$ cat config.mk
export PLATFORM = sky130hd
export DESIGN_NAME = serial_nibble_deserializer
export DESIGN_NICKNAME = d
export VERILOG_FILES = /design/src/rtl/serial_nibble_deserializer_pkg.sv /design/src/rtl/serial_nibble_deserializer.sv
export SDC_FILE = /design/constraint.sdc
export NUM_CORES = 1
export LEC_CHECK = 0
export ABC_AREA = 1
export ABC_CLOCK_PERIOD_IN_PS = 1200
export BUFFER_PORTS_ARGS = -buffer_cell sky130_fd_sc_hd__buf_2
export CAP_MARGIN = 20
export CORE_MARGIN = 8
export CORE_UTILIZATION = 30
export CTS_CLUSTER_DIAMETER = 120
export CTS_CLUSTER_SIZE = 40
export DETAILED_ROUTE_END_ITERATION = 10
export PLACE_DENSITY = 0.44
export SLEW_MARGIN = 20
export SYNTH_ARGS = -nofsm -noshare
export SYNTH_HDL_FRONTEND = slang
export SYNTH_SLANG_ARGS = --single-unit
$ cat constraint.sdc
create_clock -name clk -period 1.2 [get_ports clk]
set_input_delay 0.12 -clock clk [delete_from_list [all_inputs] [get_ports clk]]
set_output_delay 0.12 -clock clk [all_outputs]
set_load 0.005 [all_outputs]
$ cat src/rtl/serial_nibble_deserializer_pkg.sv
// serial_nibble_deserializer_pkg: shared FSM states and default frame shape
package serial_nibble_deserializer_pkg;

    typedef enum logic [2:0] {
        IDLE,
        DATA,
        PARITY,
        STOP,
        BREAK
    } state_t;

    localparam int DEF_DATA_W    = 4;
    localparam int DEF_PARITY_EN = 1;

endpackage

$ cat src/rtl/serial_nibble_deserializer.sv
// serial_nibble_deserializer: framed LSB-first serial receiver that emits one load pulse per good frame
module serial_nibble_deserializer
    import serial_nibble_deserializer_pkg::*;
#(
    parameter int DATA_W    = DEF_DATA_W,
    parameter int PARITY_EN = DEF_PARITY_EN
) (
    input  logic              clk,
    input  logic              reset,
    input  logic              sample_en,
    input  logic              rx_bit,
    output logic [DATA_W-1:0] word_out,
    output logic              word_valid,
    output logic              parity_err,
    output logic              frame_err,
    output logic              busy
);

    // Counter is at least one bit wide so DATA_W=1 still elaborates
    localparam int CNT_W = (DATA_W > 1) ? $clog2(DATA_W) : 1;

    state_t              state_q, state_d;
    logic [DATA_W-1:0]   shift_q, shift_d;
    logic [CNT_W-1:0]    cnt_q, cnt_d;
    logic                par_bad_q, par_bad_d;
    logic [DATA_W-1:0]   word_q, word_d;
    logic                valid_q, valid_d;
    logic                perr_q, perr_d;
    logic                ferr_q, ferr_d;
    logic                busy_q, busy_d;

    // Next-state and frame assembly; everything advances only on a sample strobe
    always_comb begin
        state_d   = state_q;
        shift_d   = shift_q;
        cnt_d     = cnt_q;
        par_bad_d = par_bad_q;
        word_d    = word_q;
        valid_d   = 1'b0;
        perr_d    = 1'b0;
        ferr_d    = 1'b0;
        if (sample_en) begin
            case (state_q)
                IDLE: begin
                    if (!rx_bit) begin
                        state_d   = DATA;
                        cnt_d     = '0;
                        par_bad_d = 1'b0;
                    end
                end
                DATA: begin
                    shift_d         = shift_q >> 1;
                    shift_d[DATA_W-1] = rx_bit;
                    if (cnt_q == CNT_W'(DATA_W - 1))
                        state_d = (PARITY_EN != 0) ? PARITY : STOP;
                    else
                        cnt_d = cnt_q + 1'b1;
                end
                PARITY: begin
                    par_bad_d = (^shift_q) ^ rx_bit;
                    state_d   = STOP;
                end
                STOP: begin
                    if (rx_bit) begin
                        state_d = IDLE;
                        if (par_bad_q) begin
                            perr_d = 1'b1;
                        end else begin
                            word_d  = shift_q;
                            valid_d = 1'b1;
                        end
                    end else begin
                        ferr_d  = 1'b1;
                        state_d = BREAK;
                    end
                end
                BREAK: begin
                    if (rx_bit)
                        state_d = IDLE;
                end
                default: state_d = IDLE;
            endcase
        end
        busy_d = (state_d != IDLE);
    end

    // State and output registers, cleared asynchronously
    always_ff @(posedge clk or posedge reset) begin
        if (reset) begin
            state_q   <= IDLE;
            shift_q   <= '0;
            cnt_q     <= '0;
            par_bad_q <= 1'b0;
            word_q    <= '0;
            valid_q   <= 1'b0;
            perr_q    <= 1'b0;
            ferr_q    <= 1'b0;
            busy_q    <= 1'b0;
        end else begin
            state_q   <= state_d;
            shift_q   <= shift_d;
            cnt_q     <= cnt_d;
            par_bad_q <= par_bad_d;
            word_q    <= word_d;
            valid_q   <= valid_d;
            perr_q    <= perr_d;
            ferr_q    <= ferr_d;
            busy_q    <= busy_d;
        end
    end

    assign word_out   = word_q;
    assign word_valid = valid_q;
    assign parity_err = perr_q;
    assign frame_err  = ferr_q;
    assign busy       = busy_q;

endmodule

==> run_results.csv, run 1 <==
group,metric,value,unit
route,wire_per_inst,10.96,um
cts,clk_pin_slew_worst_paths,0.10,ns
setup_path,crit_top_cell,"nand2_1",
cts,h-tree-depth,1,
route,wl_met2,778,um
synth,ys_ff_latch,18,
pwr,p_clk_frac,0.150,
cts,post-cts-setup-buffers,0,
pwr,vdd_drop_max,0.7850,mV
grt,grt_pass1_vias,683,
setup_path,r2r-end,"cnt_q[1]",
grt,grt_max_degree,19,
setup_path,crit_path_max_incr_delay,0.45,ns
sta,finalMaxSlewViolations,0,
sta,finalCriticalPeriod,1.119,ns
final_layout,fin_nets,127,
grt,grt_first_pass_wirelength,3022,um
synth,syn_nets,108,
sta,timing.fmax,894.0,MHz
floorplan,core,2734,um2
pwr,power.switching,753.2,uW
setup_path,critical_path_buf_inv_count,0,
final_layout,final_common_cell,"nand2_1",
sta,clock_skew,0.002232,ns
setup_path,worstSetupPathType,"reg -> reg",
pwr,p_leak,0.5477,nW
route,firstDrtPassIters,4,
run_status,status,"finished clean",
placed_design,place_congestion,0.7945,
setup_path,crit_cells,6,
floorplan,die_w,69.49,um
sta,post-route-period-util,0.9322,
hold_path,min_path_type,"in -> reg",
cts,root_buffer,"clkbuf_4",
placed_design,port_buffers,11,
final_layout,fillers,287,
cts,cts_num_sinks,18,
setup_path,cp_slowest_cell,"dfrtp_2",
floorplan,initial_core_util,0.3140,
run,maxCapViolations,0,
route,first_iter_violations,11,
setup_path,end_kind,"flop",
route,routed.top_layer,"met4",
pwr,internal_power,1.204,mW
sta,setup_ws,0.08139,ns
pwr,combinationalPowerShare,0.389,
cts,clk_path_buf_depth,2,
placed_design,dp_hpwl,1246,um
route,met1Wirelength,761,um
final_layout,layout_common_cells,"nand2_1, dfrtp_1, inv_1, buf_2, o21ai_1",
sta,worstMarginPinSlew,0.2355,ns
cts,insertion_delay,0.29,ns
floorplan,fp-row-count,19,
setup_path,cp_cell_sequence,"nor2_1 -> nand3_1 -> nand2_1 -> nand3_2 -> nand2_1 -> o21ai_1",
synth,syn_area,858.3,um2
placed_design,place_ws,0.07120,ns
route,ant_nets,0,
pwr,p_sw_frac,0.3849,
setup_path,critPathLaunchType,"flop",
grt,grt_overflow,0,
floorplan,dieHeight,69.49,um
grt,grt_usage,0.07503,
route,wl_met3,92,um
route,wl,1655,um
synth,synth_cells,103,
route,vias,664,
synth,syn_area_per_cell,8.333,um2
sta,setup_violations,0,
sta,whs,0.1145,ns
pwr,p_seq_frac,0.460,
final_layout,drive_gt1_frac,0.2833,
setup_path,worst-endpoint-required,1.39,ns
setup_path,r2r-start,"state_q[1]",
setup_path,path_max_fanout,5,
route,post-route-drc-count,0,
final_layout,syn_to_final_growth,17.78,%
sta,grt_setup_unrepaired,"yes",
final_layout,antenna_cells,0,
setup_path,rrSetupSlack,0.08,ns
pwr,power_density,1936,nW/um2
setup_path,startpoint,"state_q[1]",
floorplan,dieArea,4829,um2
synth,synth-seq-area-share,0.5248,
sta,hold_viol_final,0,
setup_path,cp.arrival,1.30,ns
route,vias_per_cell,4.397,
setup_path,reg2reg_depth,6,
sta,slew_headroom,0.8430,
setup_path,cp_top_family,"simple AND/OR/NAND/NOR gates",
cts,cts_tree,"built",
setup_path,cp-endpoint,"cnt_q[1]",
grt,grt_antenna_before_repair,0,
cts,numCtsBuffers,3,
synth,synth_cell_types,20,
synth,ys_warn_count,0,
floorplan,ios,12,
[cells by family after synthesis]
| family | count (synthesis) | synth area share |
|---|---|---|
| simple gates | 55 | 0.2974 |
| fa+ha+maj | 1 | 0.01457 |
| buf+inv | 16 | 0.07871 |
| compound gates | 12 | 0.07434 |
| xor+xnor | 1 | 0.01021 |
| flops | 18 | 0.5248 |
[tightest hold or removal path, delay by kind of cell]
family | cells | cell delay [ns]
buffers and inverters | 1 | 0.12
AND/OR/NAND/NOR | 2 | 0.13
[synthesized netlist by cell type]
| library cell | number | area share |
|---|---|---|
| buf_6 | 1 | 0.013 |
| inv_2 | 3 | 0.013 |
| o21ai_1 | 8 | 0.047 |
| or2_0 | 1 | 0.0073 |
| a21oi_1 | 1 | 0.0058 |
| nand3_2 | 2 | 0.023 |
| ha_1 | 1 | 0.015 |
| dfrtp_1 | 18 | 0.52 |
| xor2_1 | 1 | 0.010 |
| o21ai_0 | 2 | 0.012 |
| nand2_2 | 4 | 0.029 |
| nand3_1 | 6 | 0.035 |
| nor3b_1 | 1 | 0.0087 |
| nor2_1 | 5 | 0.022 |
| nor2_2 | 1 | 0.0073 |
| o21ai_2 | 1 | 0.010 |
| inv_1 | 12 | 0.052 |
| nand4_1 | 1 | 0.0073 |
| nand2_1 | 33 | 0.14 |
| nor2_4 | 1 | 0.013 |
[sequential cells by signal (all words and copies together), names as in the netlist]
signal and count:
busy 1, word_out 4, cnt_q 2, par_bad_q 1, word_valid 1, shift_q 4, state_q 3, frame_err 1
parity_err 1
[area by class of cell]
cell class,instances,area (um2),share of cell area
clock buffers,3,22.52,0.02228
repair buffers,15,87.58,0.08663
flip-flops and latches,18,451.7,0.4468
inverters,15,56.30,0.05569
multi-input cells,69,354.1,0.3502
well taps,31,38.79,0.03837
[worst min-delay path by stage]
stage                     startpoint         end  slack [ns]  cells after the start
final                         rx_bit  parity_err        0.11                      3
after global routing          rx_bit  parity_err        0.12                      3
after CTS                     rx_bit  parity_err        0.10                      3
after detailed placement       reset  parity_err        0.15                      3
after global placement         reset  parity_err        0.15                      3
after floorplan                reset        busy        0.06                      1
[power groups by stage]
stage / clock network [mW] / logic (mW) / registers, mW
after global placement: 0 / 0.726 / 0.915
after detailed placement: 0 / 0.737 / 0.913
after global routing: 0.331 / 0.916 / 0.928
after CTS: 0.315 / 0.744 / 0.901
after floorplan: 0 / 0.542 / 0.905
final: 0.294 / 0.762 / 0.901
[through the flow]
step                      power (mW)  utilization  TNS (ns)  std cells  cell area [um2]
after floorplan                1.448            -         0        103            858.3
after global placement         1.641       0.3524         0        147            963.4
after detailed placement       1.650       0.3524         0        147            963.4
after CTS                      1.961       0.3643         0        151            996.0
after global routing           2.175       0.3698   -0.1294        151             1011
final                          1.957       0.3698         0        151             1011
[per-layer routing]
| layer | up-vias | GRT usage |
|---|---|---|
| met5 | - | 0 |
| met4 | 0 | 0.02050 |
| met3 | 2 | 0.03863 |
| met2 | 11 | 0.1158 |
| met1 | 294 | 0.08858 |
| li1 | 357 | - |
[what timing repair did]
item                                    CTS  global route
hold buffers                              1             0
endpoints found under the hold margin    18             0
endpoints found under the setup margin    0             9
resized for setup                         0             6
Power figures use the tool's default switching activity.
==> run 2, diff against run 1 <==
- ABC_CLOCK_PERIOD_IN_PS: 1200 -> 1300
- CORE_UTILIZATION: 30 -> 45
- PLACE_DENSITY: 0.44 -> 0.62
- clock period: 1.2 -> 1.3 ns (I/O delays scaled with it)
==> run 2 against run 1 <==
  * Final cell count decreased by 4.6%
  * Hold slack better by 0.00087 ns
  * Non-clock buffer count down 2
  * Global-route usage grew 2.4 points
  * First-iteration DRC count increased by 27%
  * Sequential cell count is the same
  * Critical path type unchanged
  * Critical endpoint is now busy
  * Largest power group unchanged
==> run_results.csv, run 2 (synthesis results as in run 1) <==
group,metric,value,unit
run_status,status,"finished clean",
sta,worstMarginPinSlew,0.2182,ns
floorplan,dieHeight,59.68,um
route,met1Wirelength,778,um
setup_path,startpoint,"state_q[2]",
grt,grt_usage,0.09898,
cts,clk_pin_slew_worst_paths,0.10,ns
run,maxCapViolations,0,
route,vias,659,
setup_path,worst-endpoint-required,1.49,ns
grt,grt_first_pass_wirelength,2670,um
placed_design,place_congestion,0.8244,
floorplan,initial_core_util,0.4865,
floorplan,fp-row-count,15,
sta,hold_viol_final,0,
sta,timing.fmax,839.1,MHz
setup_path,r2r-start,"state_q[2]",
final_layout,layout_common_cells,"nand2_1, dfrtp_1, inv_1",
setup_path,end_kind,"flop",
grt,grt_max_degree,19,
route,wl,1558,um
pwr,vdd_drop_max,1.049,mV
cts,clk_path_buf_depth,2,
route,first_iter_violations,14,
sta,slew_headroom,0.8545,
setup_path,cp.arrival,1.38,ns
floorplan,core,1764,um2
cts,post-cts-setup-buffers,0,
grt,grt_antenna_before_repair,0,
floorplan,die_w,59.68,um
placed_design,dp.cells,139,
setup_path,worstSetupPathType,"reg -> reg",
route,firstDrtPassIters,4,
placed_design,port_buffers,11,
sta,post-route-period-util,0.9168,
setup_path,reg2reg_depth,5,
cts,insertion_delay,0.29,ns
sta,setup_violations,0,
floorplan,ios,12,
cts,root_buffer,"clkbuf_4",
grt,grt_overflow,0,
hold_path,min_path_type,"in -> reg",
final_layout,layout.cells.non_filler,144,
cts,h-tree-depth,1,
floorplan,dieArea,3561,um2
setup_path,r2r-end,"busy",
setup_path,rrSetupSlack,0.11,ns
cts,numCtsBuffers,3,
pwr,p_leak,0.5427,nW
final_layout,fillers,188,
cts,cts_num_sinks,18,
final_layout,final_common_cell,"nand2_1",
sta,grt_setup_unrepaired,"no",
route,ant_nets,0,
setup_path,cp-endpoint,"busy",
route,wl_met2,675,um
route,routed.top_layer,"met4",
grt,grt_pass1_vias,603,
cts,cts_tree,"built",
sta,finalMaxSlewViolations,0,
route,wl_met3,81,um
route,post-route-drc-count,0,
placed_design,dp_hpwl,1153,um
route,vias_per_cell,4.576,
setup_path,path_max_fanout,4,
sta,clock_skew,0.004147,ns
setup_path,critPathLaunchType,"flop",
sta,fin_tns_setup,0,ns
final_layout,syn_to_final_growth,15.45,%
pwr,power_density,1862,nW/um2
final_layout,drive_gt1_frac,0.2521,
route,wire_per_inst,10.82,um
final_layout,antenna_cells,0,
sta,finalCriticalPeriod,1.192,ns
final_layout,fin_nets,125,
## run 2: changes by cell type in the layout (fill, tap and decap cells not counted)
| cell | previous run | this run |
|---|---|---|
| buf_4 | 3 | 1 |
| a21oi_1 | 0 | 1 |
| a21oi_2 | 1 | 0 |
| clkbuf_8 | 0 | 1 |
| ha_1 | 0 | 1 |
| ha_2 | 1 | 0 |
| inv_1 | 11 | 12 |
| inv_2 | 4 | 3 |
| nand2_2 | 3 | 4 |
| nand2_4 | 1 | 0 |
## run 2: worst min-delay path by stage
stage	startpoint	end	slack, ns	depth (start not counted)
after CTS	rx_bit	parity_err	0.12	3
after detailed placement	reset	word_out[0]	0.15	3
after global placement	reset	word_out[0]	0.15	3
after floorplan	reset	busy	0.07	1
after global routing	rx_bit	parity_err	0.13	3
final	rx_bit	parity_err	0.12	3
## run 2: critical path: stages (launching register included)
cell     delay, ns
dfrtp_1       0.45
inv_1         0.10
nand3_1       0.15
nand3_1       0.11
a21oi_1       0.20
nand2_1       0.09
## run 2: final cells by class
cell class	instances	area, um2	share of cell area
Inverter	15	56.30	0.05682
Tap cell	25	31.28	0.03157
Sequential cell	18	451.7	0.4558
Timing Repair Buffer	13	72.57	0.07323
Multi-Input combinational cell	69	342.8	0.3460
Clock buffer	4	36.28	0.03662
## run 2: report_power, final
part | switching (mW) | internal (mW) | leakage, nW
registers | 0.111 | 0.723 | 0.239
logic | 0.405 | 0.261 | 0.283
clock network | 0.175 | 0.171 | 0.0210
## run 2: per-stage QoR
stage / power (mW) / worst slack, ns / hold WS [ns] / area [um2] / util
after floorplan: 1.336 / 0.2197 / 0.06857 / 858.3 / -
after global routing: 1.986 / 0.002592 / 0.1308 / 991.0 / 0.5617
after global placement: 1.491 / 0.1411 / 0.1527 / 940.9 / 0.5333
after detailed placement: 1.505 / 0.1238 / 0.1527 / 940.9 / 0.5333
after CTS: 1.854 / 0.1012 / 0.1170 / 987.2 / 0.5596
final: 1.845 / 0.1082 / 0.1153 / 991.0 / 0.5617
## run 2: layer usage
| layer | vias to the layer above | GRT usage |
|---|---|---|
| met1 | 285 | 0.1325 |
| met4 | 0 | 0.04082 |
| met2 | 13 | 0.1369 |
| met3 | 4 | 0.03854 |
| met5 | - | 0 |
| li1 | 357 | - |
## run 2: repair_timing
action                                  CTS  global route
endpoints found under the setup margin    0             3
resized for setup                         0             2
hold endpoints to repair                 18             0
hold buffers                              1             0
==> run 3, diff against run 2 <==
--- a/config.mk
+++ b/config.mk
@@ -20,2 +20,3 @@
 export SYNTH_HDL_FRONTEND = slang
 export SYNTH_SLANG_ARGS = --single-unit
+export TNS_END_PERCENT = 10
==> constraint.sdc (replaced) <==
create_clock -name clk -period 1.3 [get_ports clk]
set_input_delay 0.195 -clock clk [delete_from_list [all_inputs] [get_ports clk]]
set_output_delay 0.195 -clock clk [all_outputs]
set_load 0.005 [all_outputs]
==> run 3 against run 2 <==
  * Core utilization shrank 0.99 points
  * Maximum frequency grew 0.66%
  * Wire length shrank 1.8%
  * Clock power shrank 26%
  * Die area is the same
  * Final area shrank 1.8%
  * Sequential share of layout area grew 0.69 points
  * Critical path depth grew 2
==> run_results.csv, run 3 (synthesis results as in run 1) <==
group,metric,value,unit
hold_path,min_path_type,"in -> reg",
sta,clock_skew,0.002329,ns
cts,clk_path_buf_depth,2,
sta,fin_tns_setup,0,ns
sta,finalCriticalPeriod,1.184,ns
cts,clk_pin_slew_worst_paths,0.09,ns
pwr,vdd_drop_max,0.9279,mV
cts,root_buffer,"clkbuf_4",
setup_path,rrSetupSlack,0.12,ns
sta,finalMaxSlewViolations,0,
sta,setup_violations,0,
setup_path,worst-endpoint-required,1.47,ns
sta,post-route-period-util,0.9107,
floorplan,core,1764,um2
run,maxCapViolations,0,
grt,grt_antenna_before_repair,0,
final_layout,fin_nets,125,
sta,worstMarginPinSlew,0.2275,ns
setup_path,end_kind,"flop",
run_status,status,"finished clean",
grt,grt_overflow,0,
grt,grt_first_pass_wirelength,2608,um
route,firstDrtPassIters,4,
grt,grt_pass1_vias,581,
floorplan,dieHeight,59.68,um
setup_path,cp.arrival,1.36,ns
sta,timing.fmax,844.6,MHz
floorplan,die_w,59.68,um
floorplan,initial_core_util,0.4865,
route,vias_per_cell,4.538,
route,first_iter_violations,16,
route,ant_nets,0,
sta,hold_viol_final,0,
floorplan,ios,12,
final_layout,layout_common_cells,"nand2_1, dfrtp_1, inv_1",
final_layout,syn_to_final_growth,13.41,%
final_layout,final_common_cell,"nand2_1",
cts,cts_num_sinks,18,
final_layout,antenna_cells,0,
sta,grt_setup_unrepaired,"no",
cts,cts_resized,0,
final_layout,drive_gt1_frac,0.2288,
route,vias,649,
cts,cts_tree,"built",
floorplan,dieArea,3561,um2
setup_path,critPathLaunchType,"flop",
route,wl,1530,um
grt,grt_usage,0.09602,
setup_path,path_max_fanout,3,
floorplan,fp-row-count,15,
sta,whs,0.2025,ns
pwr,p_leak,0.5363,nW
cts,numCtsBuffers,3,
setup_path,worstSetupPathType,"reg -> reg",
grt,grt_max_degree,19,
route,wire_per_inst,10.70,um
placed_design,port_buffers,11,
cts,h-tree-depth,1,
placed_design,dp_hpwl,1169,um
sta,slew_headroom,0.8483,
cts,insertion_delay,0.28,ns
placed_design,place_congestion,0.8208,
pwr,power_density,1803,nW/um2
route,post-route-drc-count,0,
-- run 3: critical path, cell delays in order, from the launching register on --
cell and delay, ns:
dfrtp_1 0.41, ha_1 0.22, nand4_1 0.13, nand2_1 0.07, nand2_1 0.07, nand2_2 0.06, nor2_1 0.08, nand2_1 0.05
-- run 3: repair_timing --
item,in CTS,in global routing
hold buffers,1,0
hold endpoints to repair,18,0
setup buffers,0,0
-- run 3: layout make-up --
| type | instances | area [um2] |
|---|---|---|
| multi-input combinational | 69 | 340.3 |
| sequential | 18 | 450.4 |
| clock buffer | 3 | 22.52 |
| tap | 25 | 31.28 |
| inverter | 15 | 56.30 |
| timing repair buffer | 13 | 72.57 |
| fill | 183 | 790.8 |
-- run 3: per-stage QoR --
stage,power [mW],utilization,instance area [um2],setup WS (ns),std cells
final,1.756,0.5518,973.4,0.1161,143
after global routing,1.922,0.5518,973.4,0.007933,143
after CTS,1.784,0.5518,973.4,0.1087,143
after detailed placement,1.507,0.5333,940.9,0.1265,139
after global placement,1.491,0.5333,940.9,0.1411,139
after floorplan,1.336,-,858.3,0.2197,103
-- run 3: worst paths after layout --
path / from / cells after the start / to
min: rx_bit / 3 / parity_err
max reg2reg: cnt_q[0] / 7 / busy
max: cnt_q[0] / 7 / busy
max in group asynchronous: reset / 4 / word_out[1]
min reg2reg: word_out[0] / 2 / word_out[0]
min in group asynchronous: reset / 4 / state_q[1]
-- run 3: per-layer routing --
metal / GRT usage / vias up / share of wire
met5: 0 / - / 0
met4: 0.03061 / 0 / 0.0078
met3: 0.03640 / 2 / 0.068
met2: 0.1446 / 12 / 0.42
met1: 0.1225 / 278 / 0.50
li1: - / 357 / -
-- run 3: report_power, final --
part / total [mW] / internal, mW / switching [mW] / leakage (nW)
clock: 0.257 / 0.107 / 0.150 / 0.0138
sequential: 0.833 / 0.722 / 0.111 / 0.240
combinational: 0.666 / 0.260 / 0.406 / 0.282
